## src/rtl/meikyuu_pkg.sv

```systemverilog
// Shared direction codes, repeat-FSM encoding and the button conflict resolver for the maze input stage.
package meikyuu_pkg;

  localparam logic [1:0] DIR_UP    = 2'b00;
  localparam logic [1:0] DIR_DOWN  = 2'b01;
  localparam logic [1:0] DIR_LEFT  = 2'b10;
  localparam logic [1:0] DIR_RIGHT = 2'b11;

  typedef enum logic [1:0] {
    ST_IDLE   = 2'd0,
    ST_HOLD   = 2'd1,
    ST_REPEAT = 2'd2
  } state_e;

  typedef struct packed {
    logic       vld;
    logic [1:0] dir;
  } resolve_t;

  // held is {right,left,down,up}; opposing pairs cancel, then up > down > left > right.
  function automatic resolve_t resolve_dir(input logic [3:0] h);
    resolve_t r;
    logic up, dn, lf, rt;
    up = h[0] & ~h[1];
    dn = h[1] & ~h[0];
    lf = h[2] & ~h[3];
    rt = h[3] & ~h[2];
    r.vld = up | dn | lf | rt;
    if (up)      r.dir = DIR_UP;
    else if (dn) r.dir = DIR_DOWN;
    else if (lf) r.dir = DIR_LEFT;
    else         r.dir = DIR_RIGHT;
    return r;
  endfunction

endpackage

```

## src/rtl/meikyuu_btn_debounce.sv

```systemverilog
// One button: 2-FF synchroniser, optional inversion, then a stable level that changes only after
// DEBOUNCE_CYCLES consecutive disagreeing cycles. Level changes DEBOUNCE_CYCLES+2 cycles after the raw edge; no backpressure.
module btn_debounce #(
  parameter int DEBOUNCE_CYCLES = 250000,
  parameter bit BTN_ACTIVE_LOW  = 1'b0
) (
  input  logic clk_i,
  input  logic rst_ni,
  input  logic btn_i,
  output logic level_o
);
  localparam int CW = $clog2(DEBOUNCE_CYCLES + 1);

  logic [1:0]    sync_q;
  logic          synced;
  logic          stable_q, stable_d;
  logic [CW-1:0] cnt_q, cnt_d;

  // Sync flops reset to the raw "released" level so nothing is seen as a press after reset.
  always_ff @(posedge clk_i or negedge rst_ni) begin
    if (!rst_ni) sync_q <= {BTN_ACTIVE_LOW, BTN_ACTIVE_LOW};
    else         sync_q <= {sync_q[0], btn_i};
  end

  assign synced = sync_q[1] ^ BTN_ACTIVE_LOW;

  always_comb begin
    stable_d = stable_q;
    cnt_d    = cnt_q;
    if (synced == stable_q) begin
      cnt_d = '0;
    end else if (cnt_q == CW'(DEBOUNCE_CYCLES - 1)) begin
      stable_d = synced;
      cnt_d    = '0;
    end else begin
      cnt_d = cnt_q + CW'(1);
    end
  end

  always_ff @(posedge clk_i or negedge rst_ni) begin
    if (!rst_ni) begin
      stable_q <= 1'b0;
      cnt_q    <= '0;
    end else begin
      stable_q <= stable_d;
      cnt_q    <= cnt_d;
    end
  end

  assign level_o = stable_q;

endmodule

```

## src/rtl/meikyuu_input.sv

```systemverilog
// Maze input stage: debounced buttons -> resolved direction -> press/auto-repeat move events.
// First event one cycle after the debounced press; events arriving while an unaccepted one is pending are dropped.
module meikyuu_input
  import meikyuu_pkg::*;
#(
  parameter int DEBOUNCE_CYCLES = 250000,
  parameter int REPEAT_DELAY    = 6250000,
  parameter int REPEAT_PERIOD   = 2500000,
  parameter bit BTN_ACTIVE_LOW  = 1'b0
) (
  input  logic       CLOCK_25,
  input  logic       reset_n,
  input  logic       btn_up,
  input  logic       btn_down,
  input  logic       btn_left,
  input  logic       btn_right,
  input  logic       move_ready,
  output logic       move_valid,
  output logic [1:0] move_dir,
  output logic [3:0] held
);
  localparam int TMAX = (REPEAT_DELAY > REPEAT_PERIOD) ? REPEAT_DELAY : REPEAT_PERIOD;
  localparam int TW   = $clog2(TMAX + 1);
  localparam logic [TW-1:0] DELAY_LD  = TW'(REPEAT_DELAY - 1);
  localparam logic [TW-1:0] PERIOD_LD = TW'(REPEAT_PERIOD - 1);

  logic [3:0] btn_raw;
  assign btn_raw = {btn_right, btn_left, btn_down, btn_up};

  for (genvar i = 0; i < 4; i++) begin : g_btn
    btn_debounce #(
      .DEBOUNCE_CYCLES(DEBOUNCE_CYCLES),
      .BTN_ACTIVE_LOW (BTN_ACTIVE_LOW)
    ) u_db (
      .clk_i  (CLOCK_25),
      .rst_ni (reset_n),
      .btn_i  (btn_raw[i]),
      .level_o(held[i])
    );
  end

  resolve_t      res;
  state_e        state_q, state_d;
  logic [TW-1:0] timer_q, timer_d;
  logic [1:0]    last_dir_q, last_dir_d;
  logic          issue;
  logic          accept;
  logic          move_valid_q;
  logic [1:0]    move_dir_q;

  assign res = resolve_dir(held);

  always_ff @(posedge CLOCK_25 or negedge reset_n) begin
    if (!reset_n) begin
      state_q    <= ST_IDLE;
      timer_q    <= '0;
      last_dir_q <= DIR_UP;
    end else begin
      state_q    <= state_d;
      timer_q    <= timer_d;
      last_dir_q <= last_dir_d;
    end
  end

  always_comb begin
    state_d    = state_q;
    timer_d    = timer_q;
    last_dir_d = last_dir_q;
    case (state_q)
      ST_IDLE: begin
        if (res.vld) begin
          state_d    = ST_HOLD;
          timer_d    = DELAY_LD;
          last_dir_d = res.dir;
        end
      end
      default: begin
        if (!res.vld) begin
          state_d = ST_IDLE;
        end else if (res.dir != last_dir_q) begin
          state_d    = ST_HOLD;
          timer_d    = DELAY_LD;
          last_dir_d = res.dir;
        end else if (timer_q == '0) begin
          state_d = ST_REPEAT;
          timer_d = PERIOD_LD;
        end else begin
          timer_d = timer_q - TW'(1);
        end
      end
    endcase
  end

  always_comb begin
    issue = 1'b0;
    case (state_q)
      ST_IDLE: issue = res.vld;
      default: issue = res.vld && ((res.dir != last_dir_q) || (timer_q == '0));
    endcase
  end

  // The repeat schedule keeps running even when an event is dropped for lack of move_ready.
  assign accept = issue && (!move_valid_q || move_ready);

  always_ff @(posedge CLOCK_25 or negedge reset_n) begin
    if (!reset_n) begin
      move_valid_q <= 1'b0;
      move_dir_q   <= DIR_UP;
    end else if (accept) begin
      move_valid_q <= 1'b1;
      move_dir_q   <= res.dir;
    end else if (move_valid_q && move_ready) begin
      move_valid_q <= 1'b0;
    end
  end

  assign move_valid = move_valid_q;
  assign move_dir   = move_dir_q;

endmodule

```

## config.mk

```make
export PLATFORM = sky130hd
export DESIGN_NAME = meikyuu_input
export DESIGN_NICKNAME = d
export VERILOG_FILES = /design/src/rtl/meikyuu_pkg.sv /design/src/rtl/meikyuu_btn_debounce.sv /design/src/rtl/meikyuu_input.sv
export SDC_FILE = /design/constraint.sdc
export NUM_CORES = 1
export LEC_CHECK = 0
export BUFFER_PORTS_ARGS = -buffer_cell sky130_fd_sc_hd__buf_2
export CORE_MARGIN = 2
export CORE_UTILIZATION = 60
export DETAILED_ROUTE_END_ITERATION = 10
export PLACE_DENSITY = 0.77
export SETUP_SLACK_MARGIN = 0.05
export SYNTH_ARGS = -nofsm -noshare
export SYNTH_HDL_FRONTEND = slang
export SYNTH_SLANG_ARGS = --single-unit
export TNS_END_PERCENT = 50
```

## constraint.sdc

```tcl
create_clock -name CLOCK_25 -period 2.83 [get_ports CLOCK_25]
set_input_delay 0.566 -clock CLOCK_25 [delete_from_list [all_inputs] [get_ports CLOCK_25]]
set_output_delay 0.566 -clock CLOCK_25 [all_outputs]
set_load 0.1 [all_outputs]
```

### Yosys cells after proc, flatten, opt, wreduce, memory -nomap -nowiden

Cells that the tools add are included.

| word-level totals | value |
|---|---|
| bits in registers | 114 |
| input bits | 7 |
| output and inout port bits | 7 |
| word-level logic and storage cells | 92 |

| operators by class | value |
|---|---|
| add/sub/neg operators | 5 |
| eq/ne operators | 11 |
| mux-type cells | 28 |
| bitwise gates (word level) | 15 |
| reduce and logical (&&, ||, !) cells | 16 |

Operators by type and width:

| kind | count |
|---|---|
| 18-bit two-way mux | 8 |
| 23-bit two-way mux | 5 |
| 18-bit by 1-bit adder with 18-bit output (second input constant) | 4 |
| 18-bit equality test (second input constant) | 4 |
| 23-bit logical NOT | 1 |
| 23-bit by 1-bit subtractor with 23-bit output (second input constant) | 1 |
| 2-bit two-way mux | 11 |
| 2-bit AND reduction | 6 |
| 1-bit inverter | 8 |
| 1-bit AND | 4 |
| 1-bit equality test | 4 |
| 1-bit two-way mux | 4 |
| 4-bit by 1-bit inequality test with 1-bit output (second input constant) | 1 |
| 2-bit nonzero test | 2 |
| 1-bit logical AND | 3 |
| 1-bit OR | 3 |
| 2-bit logical NOT | 1 |
| 1-bit logical OR | 2 |
| 2-bit inequality test | 1 |
| 2-bit inequality test (second input constant) | 1 |
| 1-bit logical NOT | 1 |

### Depth between registers and ports, before layout

Gate-level depths: netlist of the first run.

| logic depth | value |
|---|---|
| depth in word-level cells | 11 |
| gate-level depth with buffers | 8 |
| mapped depth without buffers | 7 |

### Cells and area by module

A second synthesis of the first run with hierarchy kept.

| second synthesis, totals | value |
|---|---|
| cell total of the unflattened synthesis | 594 |
| area, all modules | 5926.9 µm² |

By module, submodules not included:

| module | times used | cells an instance | area each (µm²) | seq. area each (µm²) |
|---|---|---|---|---|
| btn_debounce | 4 | 99 | 1029.7 | 525.5 |
| meikyuu_input | 1 | 198 | 1808.0 | 750.7 |

### Least setup slack after synthesis of the first run

OpenSTA, ideal clock, no wires.

| timing path | value |
|---|---|
| kind | register to register |
| start | register g_btn[0].u_db.stable_q |
| end | register timer_q[10] |
| data arrival time | 2090 ps |
| data required time | 2709 ps |
| path slack | 619 ps |
| stages on the path, launching flop included | 9 |
| path through | dfrtp_1 inv_1 ha_1 or3b_1 a2111oi_2 nor2_1 buf_6 o31a_1 o22a_1 |

| on the way | value |
|---|---|
| cells in the longest elaborated chain, start to end | 8 |

RTL lines:

| item | line | source |
|---|---|---|
| start, declared | meikyuu_btn_debounce.sv:16 | `logic stable_q, stable_d;` |
| start signal, assigned | meikyuu_btn_debounce.sv:45 | `stable_q <= stable_d;` |
| 1-bit inverter | meikyuu_pkg.sv:25 | `dn = h[1] & ~h[0];` |
| 1-bit AND | meikyuu_pkg.sv:25 |  |
| 2-bit two-way mux | meikyuu_pkg.sv:30 | `else if (dn) r.dir = DIR_DOWN;` |
| 2-bit two-way mux | meikyuu_pkg.sv:29 | `if (up) r.dir = DIR_UP;` |
| 2-bit inequality test | meikyuu_input.sv:80 | `end else if (res.dir != last_dir_q) begin` |
| 23-bit two-way mux | meikyuu_input.sv:80 |  |
| 23-bit two-way mux | meikyuu_input.sv:78 | `if (!res.vld) begin` |
| 23-bit two-way mux | meikyuu_input.sv:69 | `case (state_q)` |
| end signal, assigned | meikyuu_input.sv:60 | `timer_q <= timer_d;` |
| end, declared | meikyuu_input.sv:44 | `logic [TW-1:0] timer_q, timer_d;` |

Several ways; a longest one is shown, not always the timed one. The select of a mux whose other input is x is not followed.
A chain may end at the register's enable or synchronous reset.

### Worst setup path after layout of the first run

| timing path | value |
|---|---|
| start | register g_btn[0].u_db.stable_q |
| end | register timer_q[3] |

Same word-level chain as after synthesis.

==> impl_metrics.json, run 1 <==
{
  "pin_count": 14,
  "slowest_stage": "a2111oi_2",
  "setup_viol": 0,
  "clock-sinks": 114,
  "synth_nets": 584,
  "synthCells": 569,
  "p_per_area_mw_per_mm2": 610,
  "critPathLaunchType": "flip-flop",
  "grt_max_degree": 52,
  "antenna_found_initial": 0,
  "dp.cells": 677,
  "hold_path_class": "input pin to asynchronous set/reset pin",
  "ys_ff_latch": 114,
  "min_period_ps": 2480,
  "end_kind": "flip-flop",
  "grt_pass1_wl_um": 19000,
  "drt-initial-drc-count": 227,
  "final_common_cell": "dfrtp_1",
  "synthFlopType": "dfrtp_1",
  "holdBufCountCts": 0,
  "irDropWorstVdd_v": 0.000496,
  "syn_area_per_cell_um2": 9.88,
  "cts_resized": 0,
  "seq_area_mm2": 0.00285,
  "dp_hpwl_um": 7060,
  "port_buffers": 13,
  "path_class": "flip-flop to flip-flop",
  "worstMarginPinSlew_ps": 786,
  "mostFrequentLayoutCells": "dfrtp_1, nor2_1, xor2_1, nand2_1, nand3_1",
  "fp.dieArea_mm2": 0.0102,
  "path_cells": "inv_1, ha_1, or3b_1, a2111oi_2, nor2_1, buf_4, o31a_1, o22a_1",
  "rsz0062_at_grt": "false",
  "nets": 600,
  "p_leak_nw": 2.82,
  "hold_violations": 0,
  "postCtsSetupRepairBufs": 0,
  "routed_wire_length_per_instance_um": 15.6,
  "clk_pin_slew_ps": 60,
  "ys_types": 54,
  "ant_nets": 0,
  "tritoncts": "built",
  "outcome": "finished clean",
  "multi_input_area_mm2": 0.00258,
  "fin_tns_setup_ps": 0,
  "cpPeakStageDelay_ps": 420,
  "cp.required_ps": 3220,
  "clock_path_buffers": 2,
  "first_pass_iters": 5,
  "ys_seq_area_frac": 0.507,
  "die_h_um": 101,
  "routed_wl_um": 11100,
  "cp_max_fo": 20,
  "core_mm2": 0.00915,
  "h-tree-depth": 4,
  "skew_ps": 8.23,
  "yosysWarnings": 0,
  "layout.cells.non_filler": 708,
  "numCtsBuffers": 17,
  "grt_pass1_vias": 4185,
  "synthesis.area_mm2": 0.00562,
  "syn2layout_area_growth_pct": 13.4,
  "max-slew-margin-rel": 0.469,
  "drive_above_1_share": 0.109,
  "vias_per_cell": 5.99,
  "fillCellCount": 658,
  "route.vias.total": 4243,
  "place.gp.congestion": 0.879,
  "drc": 0,
  "crit_arrival_ps": 2870,
  "start_util": 0.614,
  "antenna_cells": 0,
  "gr-total-overflow": 0,
  "synth_edf_count": 0,
  "rows": 35,
  "maxCapViolCount": 0,
  "grt_use_total": 0.239,
  "fin_crit_sh": 0.875,
  "clk_latency_ps": 510,
  "async_flop_share": 1.00,
  "clock.fmax_ghz": 0.404,
  "drv_slew": 0,
  "root_buffer": "clkbuf_8",
  "fp.dieW_um": 101
}
power by group:
part | internal (mW) | switching (mW) | leakage, nW
clock | 1.42 | 0.713 | 0.293
sequential | 1.65 | 0.0158 | 1.56
combinational | 0.0236 | 0.0610 | 0.963
total | 3.10 | 0.790 | 2.82
final timing paths:
kind                                         start                      end  slack [ps]  depth (start not counted)
hold / removal                             reset_n   g_btn[3].u_db.cnt_q[6]          20                          1
min in group CLOCK_25                     btn_down  g_btn[1].u_db.sync_q[0]         160                          1
max in group asynchronous                  reset_n              timer_q[15]        2070                          2
setup reg to reg             g_btn[0].u_db.level_o               timer_q[3]         350                          8
setup / recovery             g_btn[0].u_db.level_o               timer_q[3]         350                          8
hold reg to reg            g_btn[3].u_db.sync_q[0]  g_btn[3].u_db.sync_q[1]         350                          0
worst max-delay path: cells and delay by family, from the launching register on:
family                   cells  cell delay, ps
buffers and inverters        2             300
flip-flops                   1             390
AND/OR/NAND/NOR              2             500
adder cells (fa/ha/maj)      1             210
AO/OA/AOI/OAI                3             930
through the flow:
stage          instance area, µm²  setup slack (ps)  total power, mW  utilization  hold slack (ps)
2_1_floorplan                5620               619             1.73            -              270
3_3_place_gp                 5770               505             1.78        0.631              332
3_5_place_dp                 5770               370             1.78        0.631              337
4_1_cts                      6380               339             3.92        0.697             32.8
5_1_grt                      6380               172             4.01        0.697             59.3
6_report                     6380               355             3.89        0.697             22.9
per-layer routing:
layer / share of wire / GRT usage / up-vias
li1: - / - / 2015
met5: 0 / 0 / -
met4: 0.013 / 0.0938 / 0
met1: 0.43 / 0.303 / 2088
met3: 0.057 / 0.0707 / 18
met2: 0.50 / 0.388 / 122
registers in the layout (all words and copies together), names as in the netlist:
| name | cells |
|---|---|
| g_btn.u_db.cnt_q | 72 |
| timer_q | 23 |
| g_btn.u_db.sync_q | 8 |
| g_btn.u_db.level_o | 4 |
| last_dir_q | 2 |
| move_dir | 2 |
| state_q | 2 |
| move_valid | 1 |
synth_stat cells (5+ instances only):
cell type,count,area [µm²]
dfrtp_1,114,2850
a21oi_1,9,45.0
nor4b_1,5,43.8
nor3_1,16,80.1
ha_1,8,100
nor2_1,108,405
nand3_1,30,150
inv_1,16,60.1
nand2_1,37,139
a31oi_1,9,56.3
buf_2,8,40.0
and4_1,6,52.6
nor4_1,14,87.6
o22a_1,9,78.8
nand4_1,17,106
xnor2_1,28,245
xor2_1,42,368
clkbuf_1,10,37.5
buf_4,5,37.5
logic make-up (layout without fill, tap and decap cells):
kind of cell    count (synthesis)  after routing  synth area share
compound gates                 62             62            0.0808
xor+xnor                       70             70             0.109
fa+ha+maj                       8              8            0.0178
buf+inv                        40             68            0.0332
flops                         114            114             0.507
mux                             5              5            0.0100
simple gates                  270            270             0.242
final cells by class:
class                           count  area share
Inverter                           16     0.00942
Clock inverter                      9      0.0202
Clock buffer                       22      0.0742
Tap cell                          111      0.0218
Multi-Input combinational cell    415       0.405
Timing Repair Buffer               21      0.0220
Sequential cell                   114       0.447
Power figures use the tool's default switching activity.
==> run 2: changes to the inputs <==
--- a/config.mk
+++ b/config.mk
@@ -6,6 +6,7 @@
 export NUM_CORES = 1
 export LEC_CHECK = 0
 export BUFFER_PORTS_ARGS = -buffer_cell sky130_fd_sc_hd__buf_2
+export CORE_ASPECT_RATIO = 1.4
 export CORE_MARGIN = 2
 export CORE_UTILIZATION = 60
 export DETAILED_ROUTE_END_ITERATION = 10
@@ -14,4 +15,4 @@
 export SYNTH_ARGS = -nofsm -noshare
 export SYNTH_HDL_FRONTEND = slang
 export SYNTH_SLANG_ARGS = --single-unit
-export TNS_END_PERCENT = 50
+export TNS_END_PERCENT = 30
==> run 2 against run 1 <==
Effect of this change: first-iteration DRC count shrank 7.9%; clock skew up 0.51 ps; total power increased by 1.9%; hold slack improved by 82 ps; fmax fell by 0.19%; global-route usage up 0.80 points; critical path depth is 1 lower; highest routed layer unchanged; register-to-register slack about the same; the flow now finishes with violations (design-rule violations); routed wire length rose by 3.6%; final area rose by 0.16%.
==> impl_metrics.json, run 2 (synthesis gave the netlist of run 1 again) <==
{
  "antenna_found_initial": 0,
  "p_leak_nw": 2.83,
  "cp.required_ps": 3110,
  "dp_hpwl_um": 7330,
  "clock_path_buffers": 2,
  "root_buffer": "clkbuf_16",
  "drive_above_1_share": 0.109,
  "outcome": "complete, but fails checks",
  "setup_viol": 0,
  "numCtsBuffers": 17,
  "setup_ws_ps": 350,
  "irDropWorstVdd_v": 0.000710,
  "clk_latency_ps": 410,
  "top_regs": "g_btn.u_db.cnt_q x72, timer_q x23, g_btn.u_db.sync_q x8",
  "port_buffers": 13,
  "p_comb_frac": 0.021,
  "postCtsSetupRepairBufs": 0,
  "route.vias.total": 4197,
  "fin_tns_setup_ps": 0,
  "p_per_area_mw_per_mm2": 621,
  "drt-initial-drc-count": 209,
  "syn2layout_area_growth_pct": 13.6,
  "grt_use_total": 0.247,
  "tritoncts": "built",
  "clk_pin_slew_ps": 50,
  "core_mm2": 0.00908,
  "max-slew-margin-rel": 0.484,
  "end_kind": "flip-flop",
  "maxCapViolCount": 0,
  "cts_resized": 0,
  "mostFrequentLayoutCells": "dfrtp_1, nor2_1, xor2_1, nand2_1, nand3_1",
  "min_period_ps": 2480,
  "regMostFlops": "g_btn.u_db.cnt_q",
  "internal_power_mw": 3.18,
  "cp_max_fo": 9,
  "holdBufCountCts": 0,
  "routed_wl_um": 11500,
  "ant_nets": 0,
  "die_h_um": 119,
  "utilization": 0.703,
  "routed_wire_length_per_instance_um": 16.3,
  "pre_cts_slack_ps": 370,
  "switching_share": 0.198,
  "crit_arrival_ps": 2760,
  "clockPowerShare": 0.558,
  "final_common_cell": "dfrtp_1",
  "nets": 600,
  "fp.dieW_um": 85.8,
  "drc": 1,
  "rows": 41,
  "worstMarginPinSlew_ps": 763,
  "hold_violations": 0,
  "antenna_cells": 0,
  "grt_max_degree": 52,
  "path_class": "flip-flop to flip-flop",
  "place.gp.congestion": 0.828,
  "first_pass_iters": 7,
  "drv_slew": 0,
  "grt_pass1_vias": 4302,
  "hold_path_class": "input pin to asynchronous set/reset pin",
  "grt_pass1_wl_um": 19900,
  "vias_per_cell": 5.96,
  "switchingPower_mw": 0.785,
  "gr-total-overflow": 0,
  "rsz0062_at_grt": "false",
  "skew_ps": 8.74,
  "pwr-share-seq": 0.421,
  "fp.dieArea_mm2": 0.0102,
  "h-tree-depth": 4,
  "violations": "design-rule violations",
  "clock.fmax_ghz": 0.403,
  "clock-sinks": 114,
  "pin_count": 14,
  "fin_crit_sh": 0.876,
  "largest_register_ffs": 72,
  "critPathLaunchType": "flip-flop",
  "start_util": 0.619
}
## run 2: cell types whose count changed in the layout (fill, tap and decap cells not counted)
cell       change
bufinv_16      +1
clkinv_4       -1
clkinv_2       +2
clkbuf_8       -3
clkbuf_16      +1
## run 2: power by group through the flow
| stage | logic (mW) | registers, mW | clock network (mW) |
|---|---|---|---|
| global route | 0.0989 | 1.67 | 2.32 |
| CTS | 0.0873 | 1.67 | 2.24 |
| floorplan | 0.0386 | 1.69 | 0 |
| detailed placement | 0.0866 | 1.70 | 0 |
| global placement | 0.0844 | 1.69 | 0 |
| finish | 0.0842 | 1.67 | 2.21 |
## run 2: per-layer routing
metal,part of all wire,global-route usage,wire length (µm),vias up
met5,0,0,0,-
met4,0.022,0.0893,250,0
met3,0.032,0.0754,368,21
met2,0.53,0.412,6040,72
met1,0.42,0.301,4800,2093
li1,-,-,-,2011
## run 2: cell type report
cell class	instances	area, µm²
sequential	114	2850
fill	629	2690
multi-input combinational	415	2580
clock buffer	20	457
clock inverter	11	160
timing repair buffer	21	140
tap	107	134
inverter	16	60.1
## run 2: critical path: stages, from the launching register on
cell and delay, ps:
dfrtp_1 390, inv_1 70, ha_1 210, or3b_1 370, a2111oi_2 390, nor2_1 230
o221ai_1 330, mux2_1 370
## run 2: worst paths after layout
kind	start	end	slack, ps	depth (start not counted)
hold / removal	reset_n	g_btn[0].u_db.cnt_q[10]	100	1
max in group asynchronous	reset_n	g_btn[1].u_db.cnt_q[3]	1930	2
setup reg to reg	g_btn[0].u_db.level_o	move_dir[1]	350	7
hold reg to reg	g_btn[3].u_db.sync_q[0]	g_btn[3].u_db.sync_q[1]	360	0
setup / recovery	g_btn[0].u_db.level_o	move_dir[1]	350	7
min in group CLOCK_25	btn_right	g_btn[3].u_db.sync_q[0]	260	1
## run 2: through the flow
step	instance area, µm²	hold slack [ps]	cells	power, mW
after global placement	5770	333	673	1.78
after detailed placement	5770	335	673	1.78
after global routing	6390	130	704	4.09
after floorplan	5620	270	569	1.73
final	6390	105	704	3.96
after CTS	6390	111	704	4.00
==> run 3: changes to the inputs <==
--- a/config.mk
+++ b/config.mk
@@ -9,6 +9,8 @@
 export CORE_ASPECT_RATIO = 1.4
 export CORE_MARGIN = 2
 export CORE_UTILIZATION = 60
+export CTS_BUF_LIST = sky130_fd_sc_hd__clkbuf_8
+export CTS_CLUSTER_DIAMETER = 30
 export DETAILED_ROUTE_END_ITERATION = 10
 export PLACE_DENSITY = 0.77
 export SETUP_SLACK_MARGIN = 0.05
==> run 3 against run 2 <==
Effect of this change: the flow still finishes with violations (design-rule violations); sequential cell count is the same; first-iteration DRC count shrank 15%; combinational power is essentially flat; fmax grew 0.94%.
==> impl_metrics.json, run 3 (synthesis gave the netlist of run 1 again) <==
{
  "fin_tns_setup_ps": 0,
  "p_per_area_mw_per_mm2": 543,
  "irDropWorstVdd_v": 0.000563,
  "dp_hpwl_um": 7330,
  "outcome": "complete, but fails checks",
  "rows": 41,
  "clock_path_buffers": 2,
  "setup_viol": 0,
  "clock-sinks": 114,
  "pin_count": 14,
  "critPathLaunchType": "flip-flop",
  "switching_share": 0.208,
  "gr-total-overflow": 0,
  "tritoncts": "built",
  "clk_pin_slew_ps": 70,
  "hold_violations": 0,
  "postCtsSetupRepairBufs": 0,
  "min_period_ps": 2460,
  "numCtsBuffers": 17,
  "core_mm2": 0.00908,
  "grt_use_total": 0.231,
  "ant_nets": 0,
  "multi_input_area_mm2": 0.00258,
  "grt_pass1_vias": 4165,
  "maxCapViolCount": 0,
  "die_h_um": 119,
  "start_util": 0.619,
  "first_pass_iters": 7,
  "path_class": "flip-flop to flip-flop",
  "drt-initial-drc-count": 178,
  "routed_wl_um": 10800,
  "antenna_cells": 0,
  "clockPowerShare": 0.480,
  "cp.required_ps": 3130,
  "fin_crit_sh": 0.868,
  "holdBufCountCts": 0,
  "crit_arrival_ps": 2760,
  "syn2layout_area_growth_pct": 10.2,
  "regMostFlops": "g_btn.u_db.cnt_q",
  "grt_max_degree": 52,
  "mostFrequentLayoutCells": "dfrtp_1, nor2_1, xor2_1, nand2_1, nand3_1",
  "clock.fmax_ghz": 0.407,
  "antenna_found_initial": 0,
  "end_kind": "flip-flop",
  "route.vias.total": 4125,
  "drive_above_1_share": 0.109,
  "violations": "design-rule violations",
  "fp.dieW_um": 85.8,
  "seq_area_mm2": 0.00285,
  "hold_path_class": "input pin to asynchronous set/reset pin",
  "root_buffer": "clkbuf_8",
  "internal_power_mw": 2.66,
  "whs_ps": 70.6,
  "port_buffers": 13,
  "drc": 1,
  "clk_latency_ps": 430,
  "utilization": 0.682,
  "grt_pass1_wl_um": 18700,
  "vias_per_cell": 5.86,
  "p_comb_frac": 0.025,
  "top_regs": "g_btn.u_db.cnt_q x72, timer_q x23, g_btn.u_db.sync_q x8",
  "p_leak_nw": 2.75,
  "routed_wire_length_per_instance_um": 15.3,
  "skew_ps": 8.66,
  "max-slew-margin-rel": 0.493,
  "rsz0062_at_grt": "false",
  "switchingPower_mw": 0.701,
  "fp.dieArea_mm2": 0.0102,
  "place.gp.congestion": 0.828,
  "cp_max_fo": 9,
  "drv_slew": 0,
  "nets": 600,
  "cts_resized": 0,
  "largest_register_ffs": 72,
  "pwr-share-seq": 0.495,
  "fillCellCount": 678,
  "worstMarginPinSlew_ps": 761,
  "h-tree-depth": 4,
  "final_common_cell": "dfrtp_1"
}
## run 3: cell count changes in the layout (fill, tap and decap cells not counted)
| cell | change |
|---|---|
| clkbuf_16 | -17 |
| inv_1 | +1 |
| clkbuf_8 | +17 |
| clkbuf_1 | -1 |
## run 3: path summary, 6_finish.rpt
check	from	to	slack [ps]	cells after the start
worst max-delay path	g_btn[0].u_db.level_o	move_dir[1]	370	7
worst min-delay path	reset_n	g_btn[0].u_db.cnt_q[10]	70	1
worst max register to register	g_btn[0].u_db.level_o	move_dir[1]	370	7
worst min register to register	g_btn[2].u_db.sync_q[0]	g_btn[2].u_db.sync_q[1]	340	0
max in group asynchronous	reset_n	g_btn[3].u_db.cnt_q[13]	1960	2
min in group CLOCK_25	btn_right	g_btn[3].u_db.sync_q[0]	240	1
## run 3: cell type report
type | count | share of cell area
sequential | 114 | 0.461
multi-input combinational | 415 | 0.417
clock buffer | 19 | 0.0422
clock inverter | 12 | 0.0265
timing repair buffer | 21 | 0.0226
tap | 107 | 0.0216
inverter | 16 | 0.00970
## run 3: layer usage
metal | vias up | track usage | wire (µm)
li1 | 2016 | - | -
met1 | 2007 | 0.287 | 4640
met2 | 85 | 0.377 | 5520
met3 | 17 | 0.0677 | 427
met4 | 0 | 0.0933 | 192
met5 | - | 0 | 0
## run 3: through the flow
step	area, µm²	total power [mW]	worst slack, ps	cells
after detailed placement	5770	1.78	370	673
after CTS	6190	3.40	366	704
after floorplan	5620	1.73	619	569
after global placement	5770	1.78	447	673
after global routing	6190	3.48	175	704
final	6190	3.36	373	704
## run 3: power by group through the flow
stage                     registers [mW]  clock network (mW)  logic, mW
after floorplan                     1.69                   0     0.0386
after global placement              1.69                   0     0.0844
after detailed placement            1.70                   0     0.0866
after CTS                           1.67                1.65     0.0874
after global routing                1.67                1.72     0.0986
final                               1.67                1.61     0.0841
## run 3: worst max-delay path, cell delays in order (launching register included)
cell and delay, ps:
dfrtp_1 390, inv_1 70, ha_1 200, or3b_1 370, a2111oi_2 380, nor2_1 220, o221ai_1 330, mux2_1 360
